[src/rtl/elevator_request_unit.sv]
// Request front-end for the 4-floor elevator: sync + edge-detect calls/keys, pending latch, SCAN target select.
// Latency: input edge -> pending in SYNC_STAGES+1 cycles (+DEBOUNCE_CY with debounce); pending -> target in 1 cycle.
// Backpressure: none; requests are level-latched and can never be lost or stalled.
// Optional build macro: REQ_DEBOUNCE_EN adds a per-input stability-counter debouncer.
module elevator_request_unit #(
  parameter int SYNC_STAGES = 2,   // synchronizer depth, must be >= 2
  parameter int DEBOUNCE_CY = 16   // stable cycles required by the debouncer
) (
  input  logic       CLOCK_50,
  input  logic       RST_N,
  input  logic [3:0] call_sw,
  input  logic [3:0] cab_key_n,
  input  logic [1:0] cur_floor,
  input  logic       dir_up,
  input  logic       serve_valid,
  output logic [3:0] pending,
  output logic       target_valid,
  output logic [1:0] target_floor,
  output logic [3:0] req_led
);

  // Idle levels of the raw inputs: call switches rest low, cabin keys rest high.
  localparam logic [7:0] IDLE_LVL = 8'hF0;

  logic [7:0]                  raw_in;
  logic [SYNC_STAGES-1:0][7:0] sync_q;
  logic [7:0]                  sync_act;
  logic [7:0]                  req_lvl;
  logic [7:0]                  prev_q;
  logic [7:0]                  edge_q;
  logic [3:0]                  req_set;
  logic [3:0]                  serve_clr;
  logic [3:0]                  pending_q;
  logic [1:0]                  above_f;
  logic [1:0]                  below_f;
  logic                        above_vld;
  logic                        below_vld;
  logic [1:0]                  sel_floor;

  assign raw_in = {cab_key_n, call_sw};

  // Multi-stage synchronizer; reset loads idle levels so an input held during reset fires on release.
  always_ff @(posedge CLOCK_50 or negedge RST_N) begin
    if (!RST_N) begin
      sync_q <= {SYNC_STAGES{IDLE_LVL}};
    end else begin
      sync_q[0] <= raw_in;
      for (int s = 1; s < SYNC_STAGES; s++) begin
        sync_q[s] <= sync_q[s-1];
      end
    end
  end

  // Normalise to active-high: bit set means "switch on" / "key pressed".
  assign sync_act = sync_q[SYNC_STAGES-1] ^ IDLE_LVL;

`ifdef REQ_DEBOUNCE_EN
  localparam int CNT_W = $clog2(DEBOUNCE_CY + 1);

  logic [7:0][CNT_W-1:0] stab_cnt;
  logic [7:0]            deb_q;

  // Debouncer: the accepted level flips only after DEBOUNCE_CY consecutive cycles at the new level.
  always_ff @(posedge CLOCK_50 or negedge RST_N) begin
    if (!RST_N) begin
      stab_cnt <= '0;
      deb_q    <= '0;
    end else begin
      for (int b = 0; b < 8; b++) begin
        if (sync_act[b] == deb_q[b]) begin
          stab_cnt[b] <= '0;
        end else if (stab_cnt[b] == CNT_W'(DEBOUNCE_CY - 1)) begin
          deb_q[b]    <= sync_act[b];
          stab_cnt[b] <= '0;
        end else begin
          stab_cnt[b] <= stab_cnt[b] + CNT_W'(1);
        end
      end
    end
  end

  assign req_lvl = deb_q;
`else
  assign req_lvl = sync_act;
`endif

  // Registered rising-edge detect on the active-high levels; holding an input yields a single pulse.
  always_ff @(posedge CLOCK_50 or negedge RST_N) begin
    if (!RST_N) begin
      prev_q <= '0;
      edge_q <= '0;
    end else begin
      prev_q <= req_lvl;
      edge_q <= req_lvl & ~prev_q;
    end
  end

  // Hall call and cabin key for the same floor are merged into one request.
  assign req_set   = edge_q[3:0] | edge_q[7:4];
  assign serve_clr = serve_valid ? (4'b0001 << cur_floor) : 4'b0000;

  // Pending latch: a new request beats a same-cycle serve so a re-press re-opens the door.
  always_ff @(posedge CLOCK_50 or negedge RST_N) begin
    if (!RST_N) begin
      pending_q <= '0;
    end else begin
      pending_q <= (pending_q & ~serve_clr) | req_set;
    end
  end

  // SCAN selection: current floor first, then continue in travel direction, else reverse.
  always_comb begin
    above_vld = 1'b0;
    above_f   = cur_floor;
    below_vld = 1'b0;
    below_f   = cur_floor;
    sel_floor = cur_floor;
    // Scan downward so the lowest pending floor above cur_floor is written last.
    for (int f = 3; f >= 0; f--) begin
      if ((f > int'(cur_floor)) && pending_q[f]) begin
        above_vld = 1'b1;
        above_f   = 2'(f);
      end
    end
    // Scan upward so the highest pending floor below cur_floor is written last.
    for (int f = 0; f < 4; f++) begin
      if ((f < int'(cur_floor)) && pending_q[f]) begin
        below_vld = 1'b1;
        below_f   = 2'(f);
      end
    end
    if (pending_q[cur_floor]) begin
      sel_floor = cur_floor;
    end else if (dir_up) begin
      sel_floor = above_vld ? above_f : below_f;
    end else begin
      sel_floor = below_vld ? below_f : above_f;
    end
  end

  // Target register; floor holds its last value while nothing is pending.
  always_ff @(posedge CLOCK_50 or negedge RST_N) begin
    if (!RST_N) begin
      target_valid <= 1'b0;
      target_floor <= 2'd0;
    end else begin
      target_valid <= |pending_q;
      if (|pending_q) begin
        target_floor <= sel_floor;
      end
    end
  end

  assign pending = pending_q;
  assign req_led = pending_q;

endmodule

[config.mk]
export PLATFORM = sky130hd
export DESIGN_NAME = elevator_request_unit
export DESIGN_NICKNAME = d
export VERILOG_FILES = /design/src/rtl/elevator_request_unit.sv
export SDC_FILE = /design/constraint.sdc
export NUM_CORES = 1
export LEC_CHECK = 0
export ABC_AREA = 1
export ABC_CLOCK_PERIOD_IN_PS = 1000
export CORE_MARGIN = 2
export CORE_UTILIZATION = 40
export CTS_BUF_LIST = sky130_fd_sc_hd__clkbuf_16
export DETAILED_ROUTE_END_ITERATION = 8
export HOLD_SLACK_MARGIN = 0.02
export PLACE_DENSITY = 0.66
export SLEW_MARGIN = 20
export SYNTH_ARGS = -nofsm -noshare
export SYNTH_HDL_FRONTEND = slang
export SYNTH_SLANG_ARGS = --single-unit
[constraint.sdc]
create_clock -name CLOCK_50 -period 1 [get_ports CLOCK_50]
set_input_delay 0.2 -clock CLOCK_50 [delete_from_list [all_inputs] [get_ports CLOCK_50]]
set_output_delay 0.2 -clock CLOCK_50 [all_outputs]
set_load 0.1 [all_outputs]
==> After elaboration in Yosys (flattened, before gate mapping) <==
Cells that the tools add are included.
{ "totals": {"register_bits": 39, "in_bits": 14, "output_inout_bits": 11} }
{ "classes": {"n_lt_le_gt_ge": 7, "shifts": 1, "n_mux": 19, "bitwise_logic": 7, "n_reduce_logical": 7} }
{ "ops": {"columns": ["cell", "count"], "rows": [
  ["two-way mux 2 bit", 10],
  ["bitwise AND 8 bit", 1],
  ["NOT 4 bit", 2],
  ["NOT 8 bit", 1],
  ["OR 4 bit", 2],
  ["two-way mux 1 bit", 7],
  ["logical AND 1 bit", 6],
  ["bitwise AND 4 bit", 1],
  ["greater-than comparator 2 bit (first input constant)", 2],
  ["less-than comparator 1 x 2 -> 1 bit (first input constant)", 2],
  ["two-way mux 4 bit", 1],
  ["OR reduction 4 bit", 1],
  ["left shift 1 x 2 -> 4 bit (first input constant)", 1],
  ["less-than comparator 2 x 3 -> 1 bit (second input constant)", 1],
  ["binary-select mux 1 bit (select 2 bit)", 1],
  ["greater-than comparator 1 x 2 -> 1 bit (first input constant)", 1],
  ["less-than comparator 2 bit (first input constant)", 1]
]} }

==> Depth between registers and ports, before layout <==
Gate-level depths: netlist of the first run.
{ "depth": {"ltp_word": 8, "depth_mapped": 11, "depth_no_buf": 11} }

==> Worst setup path after synthesis of the first run <==
No wires, ideal clock.
{ "synth_path": {"path_kind": "register to register", "start": "reg pending_q[0], in the netlist pending[0]", "end": "reg target_floor[0]", "arrival_ns": 1.711, "required_time_ns": 0.880, "slack_ns": -0.831, "path_stages_with_launch": 12, "n_path_buf": 0, "synth_period_minus_slack_ns": 1.831, "cell_sequence": "dfrtp_1 inv_1 nand2_1 nand2_1 nand2_1 inv_1 nand2_1 nand2_1 nand2_1 nand3_1 nand2_1 nand2_1"} }
{ "synth_via": {"elab_chain_len": 7} }
{ "synth_rtl": {"columns": ["element", "line_no", "text"], "rows": [
  ["start, declared", "33", "logic [3:0] pending_q;"],
  ["start signal, assigned", "107", "pending_q <= (pending_q & ~serve_clr) | req_set;"],
  ["logical AND 1 bit", "127", "if ((f < int'(cur_floor)) && pending_q[f]) begin"],
  ["two-way mux 2 bit or two-way mux 1 bit (tied branches) (3 in series)", "127", null],
  ["two-way mux 2 bit (on tied branches)", "137, 135", null],
  ["two-way mux 2 bit", "134", "end else if (dir_up) begin"],
  ["two-way mux 2 bit", "132", "if (pending_q[cur_floor]) begin"],
  ["end signal, assigned", "149", "target_floor <= sel_floor;"],
  ["end, declared", "18", "output logic [1:0] target_floor,"]
]} }
Several ways; a longest one is shown, not always the timed one. The select of a mux whose other input is x is not followed.
A chain may end at the register's enable or synchronous reset.

==> Final worst setup path of the first run <==
{ "layout_path": {"start": "reg pending_q[1], in the netlist pending[1]", "end": "out req_led[1]"} }
{ "layout_rtl": {"columns": ["element", "line_no", "text"], "rows": [
  ["end, declared", "19", "output logic [3:0] req_led"]
]} }
No word-level cell between the ends.

==> metrics.md, run 1 <==
| Metric | Value |
|---|---|
| Status | `complete, but fails checks` |
| Failing checks | `setup timing` |
| Critical path fanouts, max | `6` |
| H-Tree Depth | `2` |
| Slew Viols, Final | `0` |
| Post-synthesis adder-cell area fraction | `0%` |
| Root buffer cell | `clkbuf_16` |
| PwrDens | `roughly 1800 nW/um2` |
| First-pass GRT wire length | `between 4 and 5 mm` |
| Die area | `between 4000 and 5000 um2` |
| Critical Path End Type | `output pin` |
| Hold WC Path Type | `in -> reg` |
| Vias | `1071` |
| Pleak | `approximately 1.1 nW` |
| Final Hold Viols | `0` |
| Commonest non-fill, non-tap cells in the layout | `25 x nand2_1, 24 x dfrtp_1, 16 x nor2_1` |
| Starting Density | `42.27%` |
| Worst setup SP type | `register` |
| Row count | `21` |
| Compound-Gate Fraction of Synth Area | `under 10%` |
| Final WS setup | `-0.3091 ns` |
| DR pass1 iterations | `5` |
| Vias in the first global route | `1072` |
| Iter 0 DRT Violations | `approximately 100` |
| Post-route clock period utilization | `130.9%` |
| Syn Nets | `149` |
| Relative slew slack | `about four fifths` |
| Antenna diodes | `0` |
| Power Total | `3.940 mW` |
| Final HPWL DP | `about 1.8 mm` |
| Setup WS pre-CTS | `-0.6524 ns` |
| CTS Buffer Depth | `2` |
| Max-cap viol count | `0` |
| Clk_lat worst skew | `0.27 ns` |
| Port bufs | `24` |
| TritonCTS clock tree | `yes` |
| Clk slew on worst S/H paths | `approximately 0.05 ns` |
| CTS sink cnt | `39` |
| WL per Instance | `approximately 11 um` |
| Worst-Margin Slew | `roughly 0.28 ns` |
| Netlist cell types | `19` |
| Detailed Route WL | `2.617 mm` |
| Clock Skews | `slightly above 0.002 ns` |
| Drt via density | `between 4 and 5` |
| Share of post-route cells with drive strength above 1 | `between 40% and 50%` |
| Register bit total from synthesis | `39` |
| DRT antenna net count | `0` |
| Layout area overhead | `54.85%` |
| Syn_area_per_cell | `approximately 11 um2` |
| Largest net degree at the start of global routing | `40` |
| Initial antenna violation count | `0` |
| Warnings from Yosys | `0` |
| Core footprint | `3390 um2` |
| Min Tclk post-route | `1.309 ns` |
| VDD IR-drop max | `1.387 mV` |
| RSZ-0062 raised after global routing | `yes` |
| Gr ovfl total | `0` |
| Synth Area in XOR/XNOR | `0%` |
| Simple-gate share of the synthesized area | `a little under a fifth` |
| Mapped cell area | `between 1000 and 1500 um2` |
| Num CTS Buffers | `5` |
| Routability cong. | `around 0.94` |
| WS Path Type | `reg -> out` |
| Most common cell after layout, fill and taps aside | `nand2_1` |
| Min Hold Slack | `approximately 0.33 ns` |
| Top-level I/O count | `25` |
| All-Layer GR Usage | `approximately 15%` |
| Critical path arrival | `1.11 ns` |
| F_max | `roughly 760 MHz` |
| TNS Setup | `-3.289 ns` |
| Worst path required time | `about 0.80 ns` |
| Setup Viol. Count Final | `14` |
| Final net count | `just under 200` |
| Die Y | `63.85 um` |
| Die Wd | `63.85 um` |
| Main combinational cell family by area after synthesis | `simple AND/OR/NAND/NOR gates` |
| Mux share of post-synthesis cell area | `0%` |
| Fillers | `250` |
| Residual DRC | `0` |
| Mapped Cells | `about 140` |
| Seq/Total Area, Yosys | `between 60% and 70%` |
[timing repair]
action                                 CTS  global route
buffers inserted                         5             3
hold buffers                             1             0
setup endpoints to repair               18            17
gates resized for setup                 13             8
pin swaps                                4             5
endpoints found under the hold margin   31             0
[cells by family after synthesis]
family                 count (synthesis)
DFF                                   39
and+or+nand+nor                       61
buffers and inverters                 26
AOI/OAI and AO/OA                      9
[report_power, final]
part,leakage (nW),switching [mW],internal [mW]
combinational,0.573,0.458,0.317
sequential,0.441,0.0601,1.69
clock,0.0701,0.521,0.894
[critical path, stage by stage, from the launching register on]
cell and delay [ns]:
dfrtp_4 0.52, buf_6 0.15, buf_12 0.16
[stage by stage]
| stage | instances | instance area (um2) | util [%] |
|---|---|---|---|
| 2_1_floorplan | 135 | 1515 | - |
| 3_3_place_gp | 216 | 1972 | 58.18 |
| 3_5_place_dp | 216 | 1972 | 58.18 |
| 4_1_cts | 230 | 2191 | 64.64 |
| 5_1_grt | 231 | 2218 | 65.45 |
| 6_report | 231 | 2218 | 65.45 |
[final timing paths]
kind | startpoint | end | slack (ns) | depth (start not counted)
worst min-delay path | cab_key_n[1] | sync_q[5] | 0.33 | 1
worst max register to register | pending[2] | target_floor[0] | -0.27 | 8
worst min register to register | sync_q[1] | req_lvl[1] | 0.35 | 0
min in group asynchronous | RST_N | edge_q[1] | 0.41 | 3
max in group asynchronous | RST_N | sync_q[14] | 0.34 | 3
worst max-delay path | pending[1] | req_led[1] | -0.31 | 2
[cells in the mapped netlist]
| master | count | share of area, % |
|---|---|---|
| nor2_1 | 17 | 4.5 |
| inv_1 | 19 | 5.0 |
| o21ai_1 | 2 | 0.70 |
| nand3_1 | 8 | 2.8 |
| nor2_2 | 2 | 0.87 |
| o21ai_0 | 3 | 1.0 |
| nor3_1 | 1 | 0.35 |
| dfstp_2 | 8 | 15 |
| nand2_1 | 28 | 7.3 |
| buf_4 | 4 | 2.1 |
| inv_2 | 1 | 0.26 |
| inv_6 | 1 | 0.61 |
| nand2_2 | 4 | 1.7 |
| o22ai_2 | 1 | 0.87 |
| dfrtp_1 | 31 | 54 |
| nor4_2 | 1 | 0.87 |
| buf_6 | 1 | 0.79 |
| o211ai_1 | 2 | 1.0 |
| a21oi_1 | 1 | 0.35 |
[flip-flops by register name (all words and copies together), names as in the netlist]
| name | count |
|---|---|
| sync_q | 12 |
| edge_q | 8 |
| prev_q | 8 |
| pending | 4 |
| req_lvl | 4 |
| target_floor | 2 |
| target_valid | 1 |
[metal layers]
layer	vias up	wire (um)	GRT usage, %	part of all wire [%]
li1	505	-	-	-
met1	511	981	14.96	37
met2	45	1358	24.48	52
met3	10	194	5.634	7.4
met4	0	83	9.511	3.2
met5	-	0	0	0
[layout make-up]
cell class	instances	area (um2)	area share, %
inverter	21	88.84	4.005
clock inverter	3	11.26	0.5076
sequential	39	1005	45.29
multi-input combinational	70	374.1	16.86
timing repair buffer	47	556.8	25.10
tap	46	57.56	2.594
clock buffer	5	125.1	5.640
No activity file was read; power rests on OpenSTA's default activity.
==> inputs of run 2 (changes only) <==
--- a/config.mk
+++ b/config.mk
@@ -13,6 +13,7 @@
 export DETAILED_ROUTE_END_ITERATION = 8
 export HOLD_SLACK_MARGIN = 0.02
 export PLACE_DENSITY = 0.66
+export SETUP_SLACK_MARGIN = 0.3
 export SLEW_MARGIN = 20
 export SYNTH_ARGS = -nofsm -noshare
 export SYNTH_HDL_FRONTEND = slang
==> metrics.md, run 2 (same netlist as run 1, synthesis figures left out) <==
| Metric | Value |
|---|---|
| Initial antenna violation count | `0` |
| Starting Density | `a little over two fifths` |
| Drt via density | `between 4 and 5` |
| Largest net degree at the start of global routing | `30` |
| Pleak | `approximately 1.1 nW` |
| Final WS setup | `-0.3398 ns` |
| Gr ovfl total | `0` |
| CTS Buffer Depth | `2` |
| Critical path arrival | `1.55 ns` |
| RSZ-0062 raised after global routing | `yes` |
| Clk_lat worst skew | `roughly 0.27 ns` |
| WL met1 | `approximately 1.0 mm` |
| Vias | `~1.1k` |
| DRT antenna net count | `0` |
| CTS sink cnt | `39` |
| R2r startpoint | `pending[1]` |
| Die Y | `63.85 um` |
| Setup Viol. Count Final | `14` |
| Hold WC Path Type | `in -> async` |
| Iter 0 DRT Violations | `93` |
| Layout area overhead | `56.94%` |
| H-Tree Depth | `2` |
| Top-level I/O count | `25` |
| VDD IR-drop max | `between 1 and 1.5 mV` |
| Post-route clock period utilization | `134.0%` |
| Die area | `around 4100 um2` |
| WS Path Type | `reg -> reg` |
| Critical path fanouts, max | `6` |
| DR pass1 iterations | `5` |
| Reg2Reg Setup Slack | `-0.34 ns` |
| Most flops, register | `sync_q` |
| Largest regs | `sync_q: 12 flops, edge_q: 8 flops, prev_q: 8 flops` |
| Post-route insts no fill | `~230` |
| Max-cap viol count | `0` |
| Clock Skews | `~0.0041 ns` |
| Worst path slowest cell | `dfrtp_4` |
| TritonCTS clock tree | `yes` |
| Die Wd | `63.85 um` |
| Status | `complete, but fails checks` |
| Final net count | `196` |
| Worst path required time | `about 1.2 ns` |
| Min Hold Slack | `-0.2041 ns` |
| Met3 Wirelength | `between 150 and 200 um` |
| WL per Instance | `between 10 and 15 um` |
| Final HPWL DP | `between 1.5 and 2 mm` |
| Detailed Route WL | `around 2.7 mm` |
| Slew Viols, Final | `0` |
| Share of post-route cells with drive strength above 1 | `43.17%` |
| Critical Path End Type | `register` |
| Commonest non-fill, non-tap cells in the layout | `24 x nand2_1, 24 x dfrtp_1, 17 x nor2_1` |
| Row count | `21` |
| Placed Cells | `roughly 220` |
| Worst setup SP type | `register` |
| Relative slew slack | `80.51%` |
| Vias in the first global route | `1137` |
| Routability cong. | `approximately 0.95` |
| Final Hold Viols | `9` |
| Residual DRC | `0` |
| Critical path, cell by cell | `buf_6 -> nor4_4 -> buf_4 -> nand2_2 -> nand2_1` |
| Top sig layer | `met4` |
| Min Tclk post-route | `between 1 and 1.5 ns` |
| Worst R2R End | `target_floor[1]` |
| Fillers | `between 200 and 250` |
| PwrDens | `between 1500 and 2000 nW/um2` |
| All-Layer GR Usage | `between 10% and 20%` |
| Root buffer cell | `clkbuf_16` |
| Num CTS Buffers | `5` |
| Port bufs | `24` |
| Failing checks | `hold timing, setup timing` |
| First-pass GRT wire length | `roughly 4.6 mm` |
| Core footprint | `3390 um2` |
| Reg2Reg Depth | `5` |
| Routed met2 length | `1.453 mm` |
| Max reg flops | `12` |
| Antenna diodes | `0` |
| Slowest Stage Delay on Critical Path | `between 0.5 and 0.6 ns` |
| Worst-Margin Slew | `about 0.29 ns` |
| Clk slew on worst S/H paths | `approximately 0.050 ns` |
| F_max | `between 700 and 800 MHz` |
-- run 2: changes by cell type in the layout (fill, tap and decap cells not counted), sizes merged --
cell         previous run  this run
buf                    34        33
dlygate4sd3             1         0
clkinv                  2         0
inv                    22        23
bufinv                  0         1
-- run 2: critical path, delay by kind of cell (launching register included) --
kind	cells	cell delay (ns)
buf+inv	2	0.33
simple gates	3	0.42
flops	1	0.53
-- run 2: layer usage --
metal,up-vias,global-route usage [%]
met4,0,10.05
li1,500,-
met3,6,5.282
met2,35,25.39
met1,513,14.62
met5,-,0
-- run 2: worst max path at each step --
stage	end	from	slack, ns
finish	target_floor[1]	pending[1]	-0.34
global route	target_floor[1]	pending[1]	-0.39
CTS	req_led[2]	pending[2]	-0.32
detailed placement	target_floor[0]	cur_floor[1]	-0.68
global placement	target_floor[1]	cur_floor[0]	-0.64
floorplan	target_floor[0]	pending[2]	-0.30
-- run 2: stage by stage --
| step | util, % | cell area [um2] | setup TNS [ns] | total power [mW] | worst slack [ns] |
|---|---|---|---|---|---|
| floorplan | - | 1528 | -1.218 | 2.198 | -0.3016 |
| global placement | 58.55 | 1984 | -3.160 | 2.485 | -0.6391 |
| detailed placement | 58.55 | 1984 | -3.401 | 2.506 | -0.6796 |
| CTS | 65.19 | 2210 | -3.763 | 4.249 | -0.3157 |
| global route | 66.33 | 2248 | -4.209 | 4.418 | -0.3864 |
| finish | 66.33 | 2248 | -3.851 | 4.227 | -0.3398 |
-- run 2: repair_timing --
action | in CTS | in global routing
setup buffers | 2 | 3
endpoints found under the setup margin | 18 | 18
resized for setup | 16 | 9
pin swaps | 4 | 5
endpoints found under the hold margin | 9 | 9
-- run 2: cell type report --
type,count,area [um2],area share (%)
clock buffers,5,125.1,5.565
clock inverters,3,37.54,1.669
well taps,46,57.56,2.560
repair buffers,45,554.3,24.65
flip-flops and latches,39,1012,45.02
inverters,21,88.84,3.951
multi-input cells,70,372.9,16.58
-- run 2: power by group --
group | leakage (nW) | switching [mW] | internal, mW
Combinational | 0.572 | 0.458 | 0.325
Sequential | 0.442 | 0.0646 | 1.70
Clock | 0.0864 | 0.528 | 1.16
Total | 1.10 | 1.05 | 3.18
